### config.mk
export PLATFORM = sky130hd
export DESIGN_NAME = ob_cn_sched_flat
export DESIGN_NICKNAME = d
export VERILOG_FILES = /design/src/rtl/ob_cn_sched_if.sv /design/src/rtl/ob_cn_sched.sv /design/src/flat_wrapper.sv
export SDC_FILE = /design/constraint.sdc
export NUM_CORES = 1
export LEC_CHECK = 0
export BUFFER_PORTS_ARGS = -buffer_cell sky130_fd_sc_hd__buf_4
export CELL_PAD_IN_SITES_DETAIL_PLACEMENT = 0
export CELL_PAD_IN_SITES_GLOBAL_PLACEMENT = 1
export CORE_UTILIZATION = 34
export CTS_BUF_LIST = sky130_fd_sc_hd__clkbuf_8
export CTS_CLUSTER_DIAMETER = 30
export DETAILED_ROUTE_END_ITERATION = 10
export PLACE_DENSITY_LB_ADDON = 0.1
export SLEW_MARGIN = 30
export SYNTH_ARGS = -nofsm -noshare
export SYNTH_HDL_FRONTEND = slang
export SYNTH_SLANG_ARGS = --single-unit
### constraint.sdc
create_clock -name clk -period 2.35 [get_ports clk]
set_clock_uncertainty 0.05 [all_clocks]
set_input_delay 0.3525 -clock clk [delete_from_list [all_inputs] [get_ports clk]]
set_output_delay 0.3525 -clock clk [all_outputs]
set_load 0.05 [all_outputs]
### src/rtl/ob_cn_sched_if.sv
`default_nettype none
// ============================================================================
//  Module      : ob_cn_sched_if
//  Description : Bundle of the host FIFO head, conditional table and engine
//                issue handshakes seen by the issue scheduler.
//                slave  = scheduler view, master = surrounding logic view.
//  Revision    : 1.0  initial release
// ============================================================================
interface ob_cn_sched_if #(
  parameter int CMD_W = 64,
  parameter int UID_W = 16
);
  // Host command FIFO head
  logic             in_vld;
  logic [CMD_W-1:0] in_cmd;
  logic [1:0]       in_cls;
  logic [UID_W-1:0] in_uid;
  logic             in_pop;
  // Conditional (stop) table
  logic             cn_cmd_vld;
  logic             cn_full_r;
  logic             cn_mtr_vld_r;
  logic [CMD_W-1:0] cn_mtr_r;
  logic             cn_mtr_accept;
  logic             cn_cancel;
  logic [UID_W-1:0] cn_cancel_uid;
  logic             cn_cancel_hit_w;
  // Engine issue slot
  logic             eng_vld_r;
  logic [CMD_W-1:0] eng_cmd_r;
  logic             eng_src_r;
  logic             eng_accept;
  // Cancel-hit response
  logic             rsp_vld_r;
  logic [UID_W-1:0] rsp_uid_r;
  logic             rsp_accept;

  modport slave (
    input  in_vld, in_cmd, in_cls, in_uid,
    input  cn_full_r, cn_mtr_vld_r, cn_mtr_r, cn_cancel_hit_w,
    input  eng_accept, rsp_accept,
    output in_pop, cn_cmd_vld, cn_mtr_accept, cn_cancel, cn_cancel_uid,
    output eng_vld_r, eng_cmd_r, eng_src_r, rsp_vld_r, rsp_uid_r
  );

  modport master (
    output in_vld, in_cmd, in_cls, in_uid,
    output cn_full_r, cn_mtr_vld_r, cn_mtr_r, cn_cancel_hit_w,
    output eng_accept, rsp_accept,
    input  in_pop, cn_cmd_vld, cn_mtr_accept, cn_cancel, cn_cancel_uid,
    input  eng_vld_r, eng_cmd_r, eng_src_r, rsp_vld_r, rsp_uid_r
  );
endinterface
`default_nettype wire

### src/rtl/ob_cn_sched.sv
`default_nettype none
// ============================================================================
//  Module      : ob_cn_sched
//  Description : Issue scheduler between the host command FIFO head, the
//                conditional table and the book engine. Conditional commands
//                go to the table, cancels are looked up in the table first,
//                and host / matured commands share one registered engine
//                slot with a starvation-bounded matured priority.
//  Revision    : 1.0  initial release
// ============================================================================
module ob_cn_sched #(
  parameter int MAX_CONSEC = 4,
  parameter int CNT_W      = $clog2(MAX_CONSEC + 1)
) (
  input  wire            clk,
  input  wire            rst,
  ob_cn_sched_if.slave   bus
);

  localparam logic [1:0]       CLS_COND   = 2'd1;
  localparam logic [1:0]       CLS_CANCEL = 2'd2;
  localparam logic [CNT_W-1:0] CNT_MAX    = CNT_W'(MAX_CONSEC);

  logic [CNT_W-1:0] starve_cnt;

  logic is_cond;
  logic is_cancel;
  logic is_normal;
  logic eng_free;
  logic rsp_free;
  logic hv;
  logic host_win;
  logic mtr_win;
  logic cond_take;

  // Arbitration between host head and matured entry; reset masks every strobe
  always_comb begin
    is_cond   = (bus.in_cls == CLS_COND);
    is_cancel = (bus.in_cls == CLS_CANCEL);
    // Reserved class 3 falls through to NORMAL handling
    is_normal = ~is_cond & ~is_cancel;
    eng_free  = ~bus.eng_vld_r | bus.eng_accept;
    rsp_free  = ~bus.rsp_vld_r | bus.rsp_accept;
    hv        = ~rst & bus.in_vld &
                ((is_normal & eng_free) | (is_cancel & eng_free & rsp_free));
    host_win  = hv & (~bus.cn_mtr_vld_r | (starve_cnt == CNT_MAX));
    // host_win excludes mtr_win, so a cancel lookup never overlaps a matured take
    mtr_win   = ~rst & bus.cn_mtr_vld_r & eng_free & ~host_win;
    cond_take = ~rst & bus.in_vld & is_cond & ~bus.cn_full_r;

    bus.in_pop        = host_win | cond_take;
    bus.cn_cmd_vld    = cond_take;
    bus.cn_mtr_accept = mtr_win;
    bus.cn_cancel     = host_win & is_cancel;
    bus.cn_cancel_uid = rst ? '0 : bus.in_uid;
  end

  // Engine slot, response slot and starvation counter
  always_ff @(posedge clk) begin
    if (rst) begin
      bus.eng_vld_r <= 1'b0;
      bus.eng_cmd_r <= '0;
      bus.eng_src_r <= 1'b0;
      bus.rsp_vld_r <= 1'b0;
      bus.rsp_uid_r <= '0;
      starve_cnt    <= '0;
    end else begin
      if (bus.eng_accept) begin
        bus.eng_vld_r <= 1'b0;
      end
      if (bus.rsp_accept) begin
        bus.rsp_vld_r <= 1'b0;
      end

      if (mtr_win) begin
        bus.eng_vld_r <= 1'b1;
        bus.eng_cmd_r <= bus.cn_mtr_r;
        bus.eng_src_r <= 1'b1;
        // Count only matured issues that actually made a host head wait
        if (hv) begin
          starve_cnt <= (starve_cnt == CNT_MAX) ? starve_cnt : starve_cnt + CNT_W'(1);
        end else begin
          starve_cnt <= '0;
        end
      end else if (host_win) begin
        starve_cnt <= '0;
        if (is_cancel & bus.cn_cancel_hit_w) begin
          // Cancelled inside the table: answer locally, engine untouched
          bus.rsp_vld_r <= 1'b1;
          bus.rsp_uid_r <= bus.in_uid;
        end else begin
          bus.eng_vld_r <= 1'b1;
          bus.eng_cmd_r <= bus.in_cmd;
          bus.eng_src_r <= 1'b0;
        end
      end
    end
  end

endmodule
`default_nettype wire

### src/flat_wrapper.sv
// flat-port wrapper written by rule: the top's interface ports become plain ports
module ob_cn_sched_flat 
#(
  parameter int MAX_CONSEC = 4,
  parameter int CNT_W      = $clog2(MAX_CONSEC + 1)
)
  (clk, rst, bus_in_vld, bus_in_cmd, bus_in_cls, bus_in_uid, bus_cn_full_r, bus_cn_mtr_vld_r, bus_cn_mtr_r, bus_cn_cancel_hit_w, bus_eng_accept, bus_rsp_accept, bus_in_pop, bus_cn_cmd_vld, bus_cn_mtr_accept, bus_cn_cancel, bus_cn_cancel_uid, bus_eng_vld_r, bus_eng_cmd_r, bus_eng_src_r, bus_rsp_vld_r, bus_rsp_uid_r);
  ob_cn_sched_if #(.CMD_W((16)), .UID_W((8))) bus_i ();
  input  wire clk;
  input  wire rst;
  input wire logic [$bits(bus_i.in_vld)-1:0] bus_in_vld;
  input wire logic [$bits(bus_i.in_cmd)-1:0] bus_in_cmd;
  input wire logic [$bits(bus_i.in_cls)-1:0] bus_in_cls;
  input wire logic [$bits(bus_i.in_uid)-1:0] bus_in_uid;
  input wire logic [$bits(bus_i.cn_full_r)-1:0] bus_cn_full_r;
  input wire logic [$bits(bus_i.cn_mtr_vld_r)-1:0] bus_cn_mtr_vld_r;
  input wire logic [$bits(bus_i.cn_mtr_r)-1:0] bus_cn_mtr_r;
  input wire logic [$bits(bus_i.cn_cancel_hit_w)-1:0] bus_cn_cancel_hit_w;
  input wire logic [$bits(bus_i.eng_accept)-1:0] bus_eng_accept;
  input wire logic [$bits(bus_i.rsp_accept)-1:0] bus_rsp_accept;
  output wire logic [$bits(bus_i.in_pop)-1:0] bus_in_pop;
  output wire logic [$bits(bus_i.cn_cmd_vld)-1:0] bus_cn_cmd_vld;
  output wire logic [$bits(bus_i.cn_mtr_accept)-1:0] bus_cn_mtr_accept;
  output wire logic [$bits(bus_i.cn_cancel)-1:0] bus_cn_cancel;
  output wire logic [$bits(bus_i.cn_cancel_uid)-1:0] bus_cn_cancel_uid;
  output wire logic [$bits(bus_i.eng_vld_r)-1:0] bus_eng_vld_r;
  output wire logic [$bits(bus_i.eng_cmd_r)-1:0] bus_eng_cmd_r;
  output wire logic [$bits(bus_i.eng_src_r)-1:0] bus_eng_src_r;
  output wire logic [$bits(bus_i.rsp_vld_r)-1:0] bus_rsp_vld_r;
  output wire logic [$bits(bus_i.rsp_uid_r)-1:0] bus_rsp_uid_r;
  assign bus_i.in_vld = bus_in_vld;
  assign bus_i.in_cmd = bus_in_cmd;
  assign bus_i.in_cls = bus_in_cls;
  assign bus_i.in_uid = bus_in_uid;
  assign bus_i.cn_full_r = bus_cn_full_r;
  assign bus_i.cn_mtr_vld_r = bus_cn_mtr_vld_r;
  assign bus_i.cn_mtr_r = bus_cn_mtr_r;
  assign bus_i.cn_cancel_hit_w = bus_cn_cancel_hit_w;
  assign bus_i.eng_accept = bus_eng_accept;
  assign bus_i.rsp_accept = bus_rsp_accept;
  assign bus_in_pop = bus_i.in_pop;
  assign bus_cn_cmd_vld = bus_i.cn_cmd_vld;
  assign bus_cn_mtr_accept = bus_i.cn_mtr_accept;
  assign bus_cn_cancel = bus_i.cn_cancel;
  assign bus_cn_cancel_uid = bus_i.cn_cancel_uid;
  assign bus_eng_vld_r = bus_i.eng_vld_r;
  assign bus_eng_cmd_r = bus_i.eng_cmd_r;
  assign bus_eng_src_r = bus_i.eng_src_r;
  assign bus_rsp_vld_r = bus_i.rsp_vld_r;
  assign bus_rsp_uid_r = bus_i.rsp_uid_r;
  ob_cn_sched #(.MAX_CONSEC(MAX_CONSEC), .CNT_W(CNT_W)) u_core (.clk(clk), .rst(rst), .bus(bus_i));
endmodule
==> results.cfg <==
[run_status]
outcome = completed

[cts]
clk_latency_ps = 280
clk_pin_slew_ps = 60
cts_max_level = 2
postCtsSetupBuffers = 0
clockBufferDepth = 2
cts_tree = done
root_buffer = clkbuf_8
hold_buffers = 0
cts-resized-gates = 0
clkSinkCount = 30
cts_made_buffers = 5

[critical_path]
crit_fanout = 4
rrSetupSlack_ps = 330
critPathKind = reg2out
critical_path_buf_inv_count = 2
crit_path_cell_trace = inv_1 -> ha_1 -> a21boi_1 -> or3_4 -> nor2_2 -> and2_1 -> buf_4
critPathArrivalTime_ps = 1830
end_kind = output pin
path_delay_family = simple AND/OR/NAND/NOR gates
crit_path_max_incr_delay_ps = 410
slowest_stage = or3_4
critPathLaunchType = register
required_ps = 1950

[drt]
dr.pass1.iters = 4
vias = 1579
vias_per_cell = 4.76
wl_per_cell_um = 13.2
route.detailed.drc = 0
drt_iter0_markers = 29
routed_wl_um = 4370
postRouteAntennaNets = 0

[min_path]
hold_path_class = in2reg

[timing]
setup_viol = 0
hold_viol_final = 0
rsz0062_at_grt = false
period_share = 0.951
timing.fmax_ghz = 0.448
tns_ps = 0
period_minus_slack_ps = 2230
whs_ps = 371
worstMarginPinSlew_ps = 469
maxSlewViolCount = 0
slew_headroom = 0.686

[finish]
area_growth_pct = 47.6
layout.cells.non_filler = 332
final_core_util = 0.534
drive_gt1_frac = 0.543
num_antenna_cells = 0
fin_nets = 320

[logic_synthesis]
synth_area_um2 = 1750
syn_nets = 229
syn_avg_cell_area_um2 = 10.0
yosys_warnings = 0
synthCells = 175
ys_types = 29
ys_ff_latch = 30
ys_seq_area_frac = 0.342

[floorplan]
die-area_um2 = 5450
core_area_um2 = 4850
chipHeight_um = 73.8
pin_count = 89
die_w_um = 73.8
std_cell_rows = 25
start_util = 0.362

[grt]
gr-total-overflow = 0
grt_pass1_wl_um = 6840
first_global_vias = 1512
antenna_found_initial = 0
grt_usage = 0.169
grt_max_degree = 38

[place]
dp_hpwl_um = 3210
port_buffers = 88
post-place-cells = 326
gp_congestion = 0.789

[power_and_ir_drop]
power.density_nw_per_um2 = 543
ir_drop_v = 0.000333
power_leakage_nw = 1.21
finalPower_w = 0.00141

[flow_run]
cap_viol_max_count = 0
[registers in the layout, indices dropped and copies added (netlist names)]
signal / flops
u_core.bus.eng_cmd_r: 16
u_core.bus.rsp_uid_r: 8
u_core.starve_cnt: 3
u_core.bus.eng_src_r: 1
u_core.bus.eng_vld_r: 1
u_core.bus.rsp_vld_r: 1
[metal layers]
| layer | global-route usage | vias to the layer above | share of wire |
|---|---|---|---|
| met5 | 0 | - | 0 |
| met3 | 0.0398 | 7 | 0.052 |
| li1 | - | 808 | - |
| met4 | 0.0897 | 0 | 0.017 |
| met2 | 0.281 | 52 | 0.49 |
| met1 | 0.199 | 712 | 0.44 |
[synth_stat cells (all sizes together)]
| cell | instances | area, um^2 |
|---|---|---|
| nor3 | 19 | 106 |
| a211oi | 18 | 180 |
| ha | 4 | 50.1 |
| o21a | 1 | 7.51 |
| nand3b | 3 | 22.5 |
| a2bb2oi | 1 | 8.76 |
| o21bai | 1 | 7.51 |
| nand2b | 5 | 31.3 |
| a21oi | 3 | 15.0 |
| buf | 11 | 65.1 |
| a21boi | 1 | 7.51 |
| nor2 | 4 | 15.0 |
| nor3b | 2 | 15.0 |
| nor2b | 17 | 106 |
| or2 | 4 | 25.0 |
| mux2 | 24 | 270 |
| dfxtp | 30 | 601 |
| or3 | 1 | 11.3 |
| mux2i | 16 | 160 |
| nand2 | 1 | 3.75 |
| inv | 4 | 15.0 |
| a311o | 1 | 10.0 |
| and2 | 2 | 12.5 |
| clkbuf | 2 | 7.51 |
[cell type report]
class / instances / area, um^2
clock buffers: 6 / 82.6
inverters: 4 / 15.0
repair buffers: 97 / 728
fillers: 461 / 2260
well taps: 67 / 83.8
multi-input cells: 128 / 1080
flip-flops and latches: 30 / 601
[stage by stage]
stage | setup slack, ps | instance area (um^2)
floorplan | 53.6 | 1760
global placement | 277 | 2500
detailed placement | 302 | 2500
CTS | 5.18 | 2590
global route | 5.41 | 2590
finish | 116 | 2590
[cells by family (layout without fill, tap and decap cells)]
| logic type | Yosys count | count (layout) | synth area share |
|---|---|---|---|
| simple gates | 58 | 58 | 0.199 |
| mux | 40 | 40 | 0.245 |
| flops | 30 | 30 | 0.342 |
| compound gates | 26 | 26 | 0.135 |
| buf+inv | 17 | 107 | 0.0499 |
| fa+ha+maj | 4 | 4 | 0.0285 |
[path summary, 6_finish.rpt]
check,from,to,depth (start not counted)
worst min-delay path,bus_rsp_accept,u_core.bus.rsp_vld_r$_SDFF_PP0_,3
worst min register to register,u_core.bus.eng_src_r$_SDFFE_PP0P_,u_core.bus.eng_src_r$_SDFFE_PP0P_,2
worst max register to register,u_core.starve_cnt[0]$_SDFFE_PP0P_,u_core.bus.rsp_uid_r[5]$_SDFFE_PP0P_,6
worst max-delay path,u_core.starve_cnt[0]$_SDFFE_PP0P_,bus_cn_cancel,7
[worst min-delay path, stage by stage]
cell	delay, ps
buf_4	70
nand2b_1	150
a21oi_1	80
[placed cells by master (no fill, tap or decap)]
cell type	synthesis	final
a211oi_1	9	9
a211oi_2	9	9
a21boi_1	1	1
a21oi_1	3	2
a21oi_2	0	1
a2bb2oi_1	1	1
a311o_1	1	1
and2_1	2	2
buf_4	0	97
clkbuf_8	0	6
dfxtp_1	30	30
ha_1	4	4
inv_1	4	4
mux2_2	24	24
mux2i_1	16	16
nand2_1	1	1
nand2b_1	5	5
nand3b_1	3	3
nor2_1	4	2
nor2_2	0	2
nor2b_1	17	17
nor3_1	18	18
nor3_4	1	1
nor3b_1	2	1
nor3b_2	0	1
o21a_1	1	1
o21bai_1	1	1
or2_1	2	2
or2_2	2	2
or3_4	1	1
[power breakdown]
part / total (W) / switching (W) / internal, W
clock: 0.000410 / 0.000185 / 0.000225
combinational: 0.000431 / 0.000245 / 0.000186
sequential: 0.000565 / 0.0000215 / 0.000544
total: 0.00141 / 0.000451 / 0.000955
Power figures use the tool's default switching activity.
